**config.mk**
```make
export PLATFORM = sky130hd
export DESIGN_NAME = bus_ctrl
export DESIGN_NICKNAME = d
export VERILOG_FILES = /design/src/rtl/bus_ctrl.sv
export SDC_FILE = /design/constraint.sdc
export NUM_CORES = 1
export LEC_CHECK = 0
export BUFFER_PORTS_ARGS = -buffer_cell sky130_fd_sc_hd__buf_2
export CORE_MARGIN = 2
export CORE_UTILIZATION = 48
export DETAILED_ROUTE_END_ITERATION = 8
export GPL_ROUTABILITY_DRIVEN = 0
export PLACE_DENSITY_LB_ADDON = 0.05
export SYNTH_ARGS = -nofsm -noshare
export SYNTH_HDL_FRONTEND = slang
export SYNTH_SLANG_ARGS = --single-unit
export TNS_END_PERCENT = 20
```
**constraint.sdc**
```tcl
create_clock -name clk -period 2.7 [get_ports clk]
set_clock_uncertainty 0.05 [all_clocks]
set_input_delay 0.135 -clock clk [delete_from_list [all_inputs] [get_ports clk]]
set_output_delay 0.135 -clock clk [all_outputs]
set_load 0.005 [all_outputs]
```
**src/rtl/bus_ctrl.sv**
```systemverilog
// bus_ctrl: single-master, N-slave memory bus controller.
// Decodes the region from addr[31:28] and forwards one transaction at a time
// to the selected slave over a req/ack handshake. Unmapped accesses and
// slaves that never acknowledge complete with an error. A saturating counter
// tracks error completions. All outputs are registered.
module bus_ctrl #(
  parameter int NUM_SLAVES     = 2,
  parameter int TIMEOUT_CYCLES = 16,
  parameter int ERRCNT_W       = 16
) (
  input  logic                     clk,
  input  logic                     rst_n,
  input  logic                     m_req,
  input  logic [31:0]              m_addr,
  input  logic [31:0]              m_wdata,
  input  logic [3:0]               m_we,
  output logic                     m_ack,
  output logic [31:0]              m_rdata,
  output logic                     m_err,
  output logic [NUM_SLAVES-1:0]    s_req,
  output logic [NUM_SLAVES*32-1:0] s_addr,
  output logic [NUM_SLAVES*32-1:0] s_wdata,
  output logic [NUM_SLAVES*4-1:0]  s_we,
  input  logic [NUM_SLAVES*32-1:0] s_rdata,
  input  logic [NUM_SLAVES-1:0]    s_ack,
  output logic [ERRCNT_W-1:0]      err_cnt
);

  localparam int CNT_W = $clog2(TIMEOUT_CYCLES);
  localparam logic [CNT_W-1:0] CNT_LAST = CNT_W'(TIMEOUT_CYCLES - 1);

  typedef enum logic [1:0] {
    IDLE,
    BUSY,
    RESP
  } state_t;

  state_t                  state;
  logic [CNT_W-1:0]        cnt;
  logic [3:0]              region;
  logic [NUM_SLAVES-1:0]   dec;
  logic                    ack_hit;
  logic [31:0]             rdata_hit;

  assign region = m_addr[31:28];

  // Region decode and selected-slave ack/read-data mux. The s_req register is
  // one-hot on the selected slave while BUSY, so masking s_ack with it honours
  // only the selected port and ignores acks in every other state.
  always_comb begin
    // NOTE: every combinational output gets a default first so no path leaves
    // it unassigned; an unassigned path would infer a latch.
    dec       = '0;
    ack_hit   = |(s_ack & s_req);
    rdata_hit = '0;
    for (int i = 0; i < NUM_SLAVES; i++) begin
      dec[i] = (region == 4'(i + 1));
      if (s_req[i]) begin
        rdata_hit = rdata_hit | s_rdata[i*32 +: 32];
      end
    end
  end

  // Transaction FSM: accept in IDLE, hold the slave request in BUSY until ack
  // or timeout, present the one-cycle completion in RESP.
  always_ff @(posedge clk or negedge rst_n) begin
    // NOTE: sequential state uses non-blocking assignments so every register
    // samples the pre-edge values, independent of statement order.
    if (!rst_n) begin
      // NOTE: the payload registers are reset too, because they drive the
      // slave ports directly and must read 0 whenever no slave is selected.
      state   <= IDLE;
      cnt     <= '0;
      m_ack   <= 1'b0;
      m_rdata <= '0;
      m_err   <= 1'b0;
      s_req   <= '0;
      s_addr  <= '0;
      s_wdata <= '0;
      s_we    <= '0;
      err_cnt <= '0;
    end else begin
      case (state)
        IDLE: begin
          if (m_req) begin
            if (|dec) begin
              // Mapped: the slave port registers double as the payload latch.
              state <= BUSY;
              cnt   <= '0;
              s_req <= dec;
              for (int i = 0; i < NUM_SLAVES; i++) begin
                s_addr[i*32 +: 32] <= dec[i] ? m_addr  : 32'd0;
                s_wdata[i*32 +: 32] <= dec[i] ? m_wdata : 32'd0;
                s_we[i*4 +: 4]      <= dec[i] ? m_we    : 4'd0;
              end
            end else begin
              // Unmapped: complete immediately with an error, no slave sees it.
              state   <= RESP;
              m_ack   <= 1'b1;
              m_err   <= 1'b1;
              m_rdata <= '0;
            end
          end
        end

        BUSY: begin
          if (ack_hit || cnt == CNT_LAST) begin
            state   <= RESP;
            m_ack   <= 1'b1;
            // Writes capture read data too; the master ignores it.
            m_err   <= !ack_hit;
            m_rdata <= ack_hit ? rdata_hit : 32'd0;
            s_req   <= '0;
            s_addr  <= '0;
            s_wdata <= '0;
            s_we    <= '0;
          end else begin
            cnt <= cnt + 1'b1;
          end
        end

        RESP: begin
          state   <= IDLE;
          m_ack   <= 1'b0;
          m_err   <= 1'b0;
          m_rdata <= '0;
          if (m_err && err_cnt != '1) begin
            err_cnt <= err_cnt + 1'b1;
          end
        end

        default: state <= IDLE;
      endcase
    end
  end

endmodule

```
==> impl_results.html <==
<table>
<tr><th>Metric</th><th>Value</th></tr>
<tr><th colspan="2">Placed design</th></tr>
<tr><td>Number of port buffers</td><td>approximately 320</td></tr>
<tr><td>Placed Instances</td><td>between 1k and 1.5k</td></tr>
<tr><td>Post-Place Worst Slack</td><td>approximately 0.51 ns</td></tr>
<tr><td>Placed cell area</td><td>10490 um2</td></tr>
<tr><td>Detailed-placement wirelength estimate</td><td>~15000 um</td></tr>
<tr><th colspan="2">Clock tree</th></tr>
<tr><td>Number of buffers on the longest clock path</td><td>2</td></tr>
<tr><td>Total clock sinks</td><td>approximately 190</td></tr>
<tr><td>Clock tree from TritonCTS</td><td>built</td></tr>
<tr><td>CTS root buf</td><td>clkbuf_16</td></tr>
<tr><td>Count of H-tree levels built during CTS</td><td>4</td></tr>
<tr><td># Post-CTS Setup Buffers</td><td>0</td></tr>
<tr><td>Clock transition at the register clock pins on the worst setup and hold paths after CTS</td><td>about 0.07 ns</td></tr>
<tr><td>Clock insertion delay at the later pin of the skew report</td><td>between 0.4 and 0.5 ns</td></tr>
<tr><td>TritonCTS Buffers</td><td>17</td></tr>
<tr><th colspan="2">Layout</th></tr>
<tr><td>Count of non-filler cells in the finished layout</td><td>around 1.5k</td></tr>
<tr><td>Final nets</td><td>1377</td></tr>
<tr><td>Share of final-layout standard cells stronger than drive strength 1</td><td>0.3086</td></tr>
<tr><td>Ant diodes</td><td>0</td></tr>
<tr><td>Synth-to-layout area growth</td><td>41.70%</td></tr>
<tr><td>Utilization of the core after routing</td><td>0.6892</td></tr>
<tr><td>Area of all placed cells without fillers</td><td>12340 um2</td></tr>
<tr><th colspan="2">GRT</th></tr>
<tr><td>Via count of the first global-routing pass</td><td>~7.4k</td></tr>
<tr><td>Initial antenna violation count</td><td>0</td></tr>
<tr><td>Pin count of the biggest net entering global routing</td><td>82</td></tr>
<tr><td>GRT Total Usage</td><td>0.2440</td></tr>
<tr><td>Sum of overflow across all layers after global routing</td><td>0</td></tr>
<tr><td>Global-route wire length before repair</td><td>37890 um</td></tr>
<tr><th colspan="2">Logic synthesis</th></tr>
<tr><td>Yosys top cell by area</td><td>dfrtp_1</td></tr>
<tr><td>Library cell with the highest instance count after synthesis</td><td>dfrtp_1</td></tr>
<tr><td>Most used standard cells in the synthesized netlist</td><td>dfrtp_1, nand2_1, inv_1</td></tr>
<tr><td>Count of flip-flops with a built-in enable after synthesis</td><td>0</td></tr>
<tr><td>Post-synth top area share</td><td>0.5576</td></tr>
<tr><td>Primary flip-flop cell chosen by synthesis mapping</td><td>dfrtp_1</td></tr>
<tr><td>Compound-gate portion of the synthesized area</td><td>0.07760</td></tr>
<tr><td>Largest cells by area after synthesis</td><td>dfrtp_1, mux2i_1, nand2_1, inv_1, o2bb2ai_1</td></tr>
<tr><td>Post-synthesis instance total</td><td>797</td></tr>
<tr><td>Post-synthesis instance area</td><td>about 8700 um2</td></tr>
<tr><td>Fraction of synthesized area in multiplexers</td><td>0.1585</td></tr>
<tr><td>Net count after synthesis</td><td>936</td></tr>
<tr><td>Basic-gate share of the synthesized area counting and, or, nand and nor cells</td><td>0.09384</td></tr>
<tr><td>Post-synthesis sequential element count</td><td>roughly 190</td></tr>
<tr><td>Average instance area after synthesis</td><td>about 11 um2</td></tr>
<tr><td>Synthesized-area fraction occupied by xor and xnor cells</td><td>0.01408</td></tr>
<tr><td>Arithmetic-cell share of the synthesized area counting full adders, half adders and majority gates</td><td>0.002874</td></tr>
<tr><td>Ys async rst share</td><td>1.000</td></tr>
<tr><td>Post-synthesis sequential area ratio</td><td>0.5576</td></tr>
<tr><td>Main combinational cell family by area after synthesis</td><td>multiplexers</td></tr>
<tr><td>Syn. warnings</td><td>0</td></tr>
<tr><td>Number of unique standard cell types used by synthesis</td><td>42</td></tr>
<tr><th colspan="2">Timing</th></tr>
<tr><td>Final worst setup slack</td><td>between 0.4 and 0.5 ns</td></tr>
<tr><td>Relative slew slack</td><td>0.4044</td></tr>
<tr><td>Post-route fraction of the period consumed by the critical path</td><td>0.8266</td></tr>
<tr><td>Total Negative Setup Slacks</td><td>0 ns</td></tr>
<tr><td>F_max</td><td>around 0.45 GHz</td></tr>
<tr><td>Hold Fails Final Rpt</td><td>0</td></tr>
<tr><td>Actual slew at the worst max-slew pin</td><td>between 0.8 and 0.9 ns</td></tr>
<tr><td>Time the final worst path needs with I/O delays and setup</td><td>approximately 2.2 ns</td></tr>
<tr><td>Setup violations, final</td><td>0</td></tr>
<tr><td>Number of max-slew violations in the final report</td><td>0</td></tr>
<tr><td>RSZ-0062 raised after global routing</td><td>no</td></tr>
<tr><th colspan="2">Floorplan</th></tr>
<tr><td>Width of the die</td><td>between 100 and 150 um</td></tr>
<tr><td>Die outline height</td><td>~140 um</td></tr>
<tr><td>Initial core utilization</td><td>0.4864</td></tr>
<tr><td>Number of rows in the core area</td><td>about 50</td></tr>
<tr><td>I/O pins</td><td>between 300 and 400</td></tr>
<tr><td>Die Area</td><td>around 19000 um2</td></tr>
<tr><td>CORE AREA</td><td>between 15000 and 20000 um2</td></tr>
<tr><th colspan="2">Drt</th></tr>
<tr><td>Post-detailed-route wirelength per cell</td><td>around 16 um</td></tr>
<tr><td>Final routed DRC violation total</td><td>0</td></tr>
<tr><td>Post-detailed-route via-to-cell ratio</td><td>a little under 5</td></tr>
<tr><td>Sum of routed wire length over all layers</td><td>about 23000 um</td></tr>
<tr><td>ANT nets after route</td><td>0</td></tr>
<tr><td>DR pass1 iterations</td><td>4</td></tr>
<tr><td>Number of violations reported at the end of detailed-routing iteration 0</td><td>about 350</td></tr>
<tr><td>Vias after detailed routing</td><td>between 7k and 8k</td></tr>
<tr><th colspan="2">Critical path</th></tr>
<tr><td>Startpoint types</td><td>flip-flop</td></tr>
<tr><td>Worst reg2reg setup slack</td><td>~0.47 ns</td></tr>
<tr><td>Worst Path Class, Setup</td><td>flip-flop to flip-flop</td></tr>
<tr><td>Reg-to-Reg End</td><td>m_rdata[29]</td></tr>
<tr><td>Crit path capture type</td><td>flip-flop</td></tr>
<tr><td>Crit path launch</td><td>cnt[0]</td></tr>
<tr><td>Beginning of the worst register-to-register path</td><td>cnt[0]</td></tr>
<tr><td>Arrival time reported for the critical path endpoint</td><td>2.53 ns</td></tr>
<tr><td>Worst Reg2Reg Path Length in Cells</td><td>6</td></tr>
<tr><td>Required time of the worst setup path</td><td>approximately 3 ns</td></tr>
<tr><td>Critical path peak fanout</td><td>18</td></tr>
<tr><th colspan="2">Worst hold path</th></tr>
<tr><td>Worst Hold Path EP</td><td>m_err</td></tr>
<tr><td>Startpoint of the worst hold path</td><td>s_ack[1]</td></tr>
<tr><td>Hold/Removal Path Class</td><td>input port to flip-flop</td></tr>
<tr><td>Cell depth of the worst min-delay path</td><td>4</td></tr>
<tr><th colspan="2">Status</th></tr>
<tr><td>Outcome</td><td>finished, final reports clean</td></tr>
<tr><th colspan="2">Power and ir drop</th></tr>
<tr><td>Clock network fraction of total power</td><td>0.355</td></tr>
<tr><td>Cell-internal power</td><td>around 4900 uW</td></tr>
<tr><td>Switching pwr</td><td>~1900 uW</td></tr>
<tr><td>Static leakage power</td><td>0.005883 uW</td></tr>
<tr><td>Power share of the sequential group</td><td>0.482</td></tr>
<tr><td>Switching Share</td><td>0.2768</td></tr>
<tr><td>Peak ir drop on the vdd network</td><td>0.4342 mV</td></tr>
<tr><td>Combinational share of power</td><td>0.163</td></tr>
<tr><td>Total power per unit cell area</td><td>548.2 nW/um2</td></tr>
<tr><th colspan="2">Job</th></tr>
<tr><td>Max-cap violations</td><td>0</td></tr>
</table>
==> sequential cells by signal, summed over array words and instances, names as in the netlist <==
register / flops
s_addr: 64
m_rdata: 32
err_cnt: 16
m_ack: 1
state: 2
cnt: 4
s_wdata: 64
m_err: 1
s_we: 8
s_req: 2
==> worst max path at each step <==
stage	end	slack, ns	cells after the start
5_1_grt	m_rdata[29]	0.28	6
2_1_floorplan	s_addr[28]	0.99	6
3_3_place_gp	m_rdata[12]	0.57	6
3_5_place_dp	m_rdata[29]	0.51	6
4_1_cts	m_rdata[29]	0.49	6
6_report	m_rdata[29]	0.47	6
==> per-layer routing <==
metal | part of all wire | GRT usage | vias to the layer above
met5 | 0 | 0 | -
met4 | 0.031 | 0.1005 | 0
met3 | 0.059 | 0.05801 | 50
met2 | 0.47 | 0.3906 | 250
met1 | 0.44 | 0.3231 | 3468
li1 | - | - | 3493
==> logic make-up (layout without fill, tap and decap cells) <==
| logic type | Yosys count | count (layout) |
|---|---|---|
| DFF | 194 | 194 |
| and+or+nand+nor | 187 | 187 |
| buffers and inverters | 179 | 633 |
| muxes | 137 | 137 |
| AOI/OAI and AO/OA | 84 | 84 |
| xor gates and xnor gates | 14 | 14 |
| adders and majority gates | 2 | 2 |
==> worst max-delay path, stage by stage (launching register included) <==
cell and delay [ns]:
dfrtp_1 0.41, ha_1 0.23, nand3_1 0.12, a21oi_1 0.10, o22ai_2 0.73, buf_4 0.36
o2bb2ai_1 0.15
==> layout make-up <==
| cell class | instances | area, um2 |
|---|---|---|
| clock buffer | 18 | 439.2 |
| clock inverter | 14 | 118.9 |
| fill | 1381 | 5564 |
| inverter | 133 | 499.2 |
| multi-input combinational | 424 | 3030 |
| sequential | 194 | 4855 |
| tap | 229 | 286.5 |
| timing repair buffer | 468 | 3109 |
==> power by group through the flow <==
stage	sequential (uW)	combinational (uW)	clock (uW)
floorplan	3290	466	0
global placement	3310	911	0
detailed placement	3310	926	0
CTS	3260	1110	2450
global route	3290	1220	2570
finish	3260	1110	2400
==> per-stage QoR <==
step	total power, uW	hold WS (ns)
4_1_cts	6818	0.02341
6_report	6764	0.04877
3_5_place_dp	4236	0.1819
2_1_floorplan	3756	-0.2106
5_1_grt	7079	0.04424
3_3_place_gp	4223	0.1807
==> placed cells by master (no fill, tap or decap), types with 3 or more instances in the layout <==
cell type,Yosys,layout
dfrtp_1,194,194
nand2_1,136,136
buf_2,14,323
clkbuf_16,0,17
buf_12,0,6
inv_1,133,133
mux2_2,7,7
clkinvlp_4,0,3
nor2_1,9,9
nor3_1,3,3
buf_4,2,9
inv_8,0,3
o2bb2ai_1,32,32
and4_1,3,3
xor2_1,9,9
dlygate4sd3_1,0,129
a22oi_1,32,32
nand4_1,8,8
a21oi_1,7,7
nand3_1,8,8
nor2b_1,6,6
xnor2_1,5,5
inv_6,0,4
nor4_1,3,3
mux2i_1,130,130
==> what timing repair did <==
item	in CTS	in global routing
hold endpoints to repair	238	0
setup endpoints to repair	0	0
hold buffers	129	0
gates resized for setup	0	0
Note: power is estimated with default switching activity, not from simulation.
